===== src/rtl/cla_multiword_seq.sv =====
// Multi-cycle wide adder: one N_BIT slice per cycle through a shared carry-lookahead slice adder.
// Optional macro CLA_SEQ_SUB_EN adds a 'sub' port for x-y (two's complement) operation.

module cla_adder_8bits #(
  parameter int N_BIT = 8
) (
  input  logic [N_BIT-1:0] a,
  input  logic [N_BIT-1:0] b,
  input  logic             cin,
  output logic [N_BIT-1:0] sum,
  output logic             cout
);

  logic [N_BIT-1:0] gen;
  logic [N_BIT-1:0] prop;
  logic [N_BIT:0]   carry;

  assign gen  = a & b;
  assign prop = a ^ b;

  // Each carry is a flat sum of products of generate/propagate terms, not a ripple chain
  always_comb begin
    logic acc;
    logic prod;
    carry    = '0;
    carry[0] = cin;
    for (int i = 0; i < N_BIT; i++) begin
      acc  = gen[i];
      prod = prop[i];
      for (int j = i - 1; j >= 0; j--) begin
        acc  = acc | (prod & gen[j]);
        prod = prod & prop[j];
      end
      carry[i+1] = acc | (prod & cin);
    end
  end

  assign sum  = prop ^ carry[N_BIT-1:0];
  assign cout = carry[N_BIT];

endmodule

module cla_multiword_seq #(
  parameter int N_BIT = 8,
  parameter int WORDS = 4
) (
  input  logic                   clk,
  input  logic                   rst_n,
  input  logic                   start,
  input  logic [WORDS*N_BIT-1:0] x,
  input  logic [WORDS*N_BIT-1:0] y,
  input  logic                   cin,
`ifdef CLA_SEQ_SUB_EN
  input  logic                   sub,
`endif
  output logic                   busy,
  output logic                   done,
  output logic [WORDS*N_BIT-1:0] sum,
  output logic                   cout
);

  localparam int W     = WORDS * N_BIT;
  localparam int IDX_W = (WORDS > 1) ? $clog2(WORDS) : 1;

  localparam logic [1:0] IDLE = 2'd0;
  localparam logic [1:0] RUN  = 2'd1;
  localparam logic [1:0] DONE = 2'd2;

  logic [1:0]       state;
  logic [IDX_W-1:0] idx;
  logic             carry_reg;
  logic [W-1:0]     x_reg;
  logic [W-1:0]     y_reg;
  logic [W-1:0]     sum_reg;
  logic [N_BIT-1:0] a_slice;
  logic [N_BIT-1:0] b_slice;
  logic [N_BIT-1:0] slice_sum;
  logic             slice_cout;
  logic             accept;
  logic             last;
`ifdef CLA_SEQ_SUB_EN
  logic             sub_reg;
`endif

  assign accept = start && ((state == IDLE) || (state == DONE));
  assign last   = (idx == IDX_W'(WORDS - 1));

  always_comb begin
    a_slice = x_reg[idx*N_BIT +: N_BIT];
`ifdef CLA_SEQ_SUB_EN
    b_slice = sub_reg ? ~y_reg[idx*N_BIT +: N_BIT] : y_reg[idx*N_BIT +: N_BIT];
`else
    b_slice = y_reg[idx*N_BIT +: N_BIT];
`endif
  end

  cla_adder_8bits #(.N_BIT(N_BIT)) u_adder (
    .a    (a_slice),
    .b    (b_slice),
    .cin  (carry_reg),
    .sum  (slice_sum),
    .cout (slice_cout)
  );

  // Start is only honoured in IDLE/DONE; in RUN the operands and partial result are untouched
  always_ff @(posedge clk or negedge rst_n) begin
    if (!rst_n) begin
      state     <= IDLE;
      idx       <= '0;
      carry_reg <= 1'b0;
      x_reg     <= '0;
      y_reg     <= '0;
      sum_reg   <= '0;
`ifdef CLA_SEQ_SUB_EN
      sub_reg   <= 1'b0;
`endif
    end else if (accept) begin
      state   <= RUN;
      idx     <= '0;
      x_reg   <= x;
      y_reg   <= y;
      sum_reg <= '0;
`ifdef CLA_SEQ_SUB_EN
      sub_reg   <= sub;
      carry_reg <= sub ? 1'b1 : cin;
`else
      carry_reg <= cin;
`endif
    end else begin
      case (state)
        RUN: begin
          sum_reg[idx*N_BIT +: N_BIT] <= slice_sum;
          carry_reg                   <= slice_cout;
          if (last) begin
            state <= DONE;
          end else begin
            idx <= idx + 1'b1;
          end
        end
        DONE:    state <= IDLE;
        default: state <= IDLE;
      endcase
    end
  end

  // The final slice carry stays in carry_reg, so it doubles as the held cout
  assign busy = (state == RUN);
  assign done = (state == DONE);
  assign sum  = sum_reg;
  assign cout = carry_reg;

endmodule


===== config.mk =====
export PLATFORM = sky130hd
export DESIGN_NAME = cla_multiword_seq
export DESIGN_NICKNAME = d
export VERILOG_FILES = /design/src/rtl/cla_multiword_seq.sv
export SDC_FILE = /design/constraint.sdc
export NUM_CORES = 1
export LEC_CHECK = 0
export CORE_AREA = 10 10 112 114
export CTS_BUF_LIST = sky130_fd_sc_hd__clkbuf_16
export CTS_CLUSTER_SIZE = 14
export DETAILED_ROUTE_END_ITERATION = 6
export DIE_AREA = 0 0 122 124
export DONT_BUFFER_PORTS = 1
export PLACE_DENSITY = 0.7
export RECOVER_POWER = 25
export SYNTH_ARGS = -nofsm -noshare
export SYNTH_HDL_FRONTEND = slang
export SYNTH_SLANG_ARGS = --single-unit

===== constraint.sdc =====
create_clock -name clk -period 5.3 [get_ports clk]
set_input_delay 1.06 -clock clk [delete_from_list [all_inputs] [get_ports clk]]
set_output_delay 1.06 -clock clk [all_outputs]
set_load 0.01 [all_outputs]

==> results.ini <==
[finish]
layout.nets = 520
multi_input_area_mm2 = 0.00197
fill_cells = 915
regArea_mm2 = 0.00253
final_layout_size_suffix_gt1_share_pct = 10.4
syn2layout_area_growth_pct = 8.70
antenna_cells = 0

[floorplanning]
die_x_um = 122
rows = 37
ios = 103
start_util_pct = 44.8
fp.coreArea_mm2 = 0.0102
die-area_mm2 = 0.0151
die_y_um = 124

[worst_setup_path]
r2r_slack_ps = 2050
crit_arrival_ps = 3540
critPathTopFamily = compound AO/OA/AOI/OAI gates
cp.depth = 8
crit_path_top_delay_cell = dfrtp_1
cp-end-kind = register
crit_path_max_fanout = 12
cp_num_buf_inv = 1
critPathMaxStageDelay_ps = 730
r2r_cells = 8
start_kind = register
path_cells = buf_4 > mux4_2 > ha_1 > a211oi_2 > or3_4 > a21o_1 > a32oi_2 > a22o_1
crit_type = reg2reg
crit_required_ps = 5580

[placed_design]
portBuffers = 0
pre_cts_ws_ps = 1980
place.gp.congestion = 0.799
place_hpwl_mm = 8.20

[sta]
setup_slack_ps = 2050
fin_tns_setup_ps = 0
tightest_slew_ps = 1000
relSlewSlack_pct = 32.5
finalHoldViolCount = 0
skew_ps = 10.9
rsz0062_at_grt = false
layout_min_cycle_time_ps = 3250
finalMaxSlewViolations = 0
clock.fmax_ghz = 0.307
setup_viol = 0
fin_crit_sh_pct = 61.4

[synthesis]
synth_top_cell_area_share_pct = 55.1
synth_nets = 526
synthTopCellsByArea = dfrtp_1 55%, nand2_1 16%, mux4_2 7.9%
netlist_top_cells_count = 201 x nand2_1, 101 x dfrtp_1, 31 x a22o_1
synth_xor_area_share_pct = 0.955
synth_mux_area_share_pct = 7.86
synth_most_common_cell = nand2_1
synth-async-reset-ratio_pct = 100
synth_compound_area_share_pct = 10.1
synthDistinctLibCells = 39
ys_seq_elements = 101
synthFlopType = dfrtp_1
netlist_instances = 442
ys_seq_area_share_pct = 55.1
synth_top_family_by_area = simple AND/OR/NAND/NOR gates
yosysWarnings = 0
syn_avg_cell_area_um2 = 10.4
synthAdderAreaFrac_pct = 4.53
yosys.area.top_type = dfrtp_1
synth_edf_count = 0
synth_simple_gate_area_share_pct = 19.3
syn_area_mm2 = 0.00459

[route]
post_drt_wl_per_cell_um = 19.5
dr.pass1.iters = 4
wl_met1_mm = 4.73
via_per_inst = 5.44
met3_length_mm = 1.17
drt-initial-drc-count = 245
ant_nets = 0
drc = 0
wl_met2_mm = 5.22
drt_wl_total_mm = 11.2
num_vias = 3138
routed.top_layer = met4

[grt]
grt_pass1_vias = 3235
antenna_found_initial = 0
grt_usage_pct = 15.2
grt_pass1_wl_mm = 17.9
gr-total-overflow = 0
grt_max_degree = 102

[clock_network]
clkSlewWorstSetupHoldPaths_ps = 70
cts_tree = built
numCtsBuffers = 9
cts.sinks = 101
cts_root_buf = clkbuf_16
post_cts_resize_count = 0
cts_buffer_depth = 2
hold_buffers = 0
clock_latency_ps = 350
cts_setup_buffers = 0
htreeDepth = 3

[run_status]
status = completed

[pwr]
power_mw = 3.69
power_leakage_nw = 2.49
p_per_area_mw_per_mm2 = 740
peakVddDrop_mv = 0.268

[worst_hold_path]
hold_path.class = in2async

[job]
cap_violations = 0

[report_power, final]
group / switching [mW] / total (mW) / internal (mW)
clock: 0.304 / 0.629 / 0.325
sequential: 0.282 / 1.37 / 1.09
combinational: 0.989 / 1.69 / 0.703
total: 1.58 / 3.69 / 2.11
[layout by cell type (no fill, tap or decap), types with 4 or more instances in the layout]
master,n
clkbuf_16,9
dfrtp_1,101
o21ai_0,4
ha_1,15
a22o_1,31
nor2_1,7
mux4_2,16
a21oi_1,8
nand2_1,201
[cell type report]
cell class | instances | share of cell area [%]
clock buffers | 9 | 4.52
clock inverters | 7 | 1.18
multi-input cells | 318 | 39.5
repair buffers | 3 | 0.452
inverters | 3 | 0.226
flip-flops and latches | 101 | 50.7
well taps | 136 | 3.41
[per-layer routing]
| metal | vias to the layer above | GRT usage [%] |
|---|---|---|
| met5 | - | 0 |
| met4 | 0 | 3.65 |
| li1 | 1480 | - |
| met2 | 104 | 23.8 |
| met1 | 1542 | 19.4 |
| met3 | 12 | 6.29 |
[logic make-up (layout without fill, tap and decap cells)]
family	count (synthesis)	count (layout)
buffers and inverters	23	22
XOR/XNOR	5	5
AND/OR/NAND/NOR	223	223
AO/OA/AOI/OAI	58	58
multiplexers	16	16
adder cells (fa/ha/maj)	16	16
flip-flops	101	101
[through the flow]
stage               std cells  hold WS (ps)  utilization [%]  instance area [µm²]
finish                    577           404             48.7                 4980
global route              577           389             48.7                 4980
CTS                       577           396             48.7                 4980
detailed placement        561           459             45.9                 4700
global placement          561           454             45.9                 4700
floorplan                 442           440                -                 4590
[path summary, 6_finish.rpt]
path | start | to
worst max-delay path | idx[0] | sum[15]
worst min-delay path | rst_n | x_reg[4]
worst max register to register | idx[0] | sum[15]
worst min register to register | x_reg[27] | x_reg[27]
max in group asynchronous | rst_n | y_reg[28]
min in group clk | x_reg[27] | x_reg[27]
(Power assumes the default switching activity.)
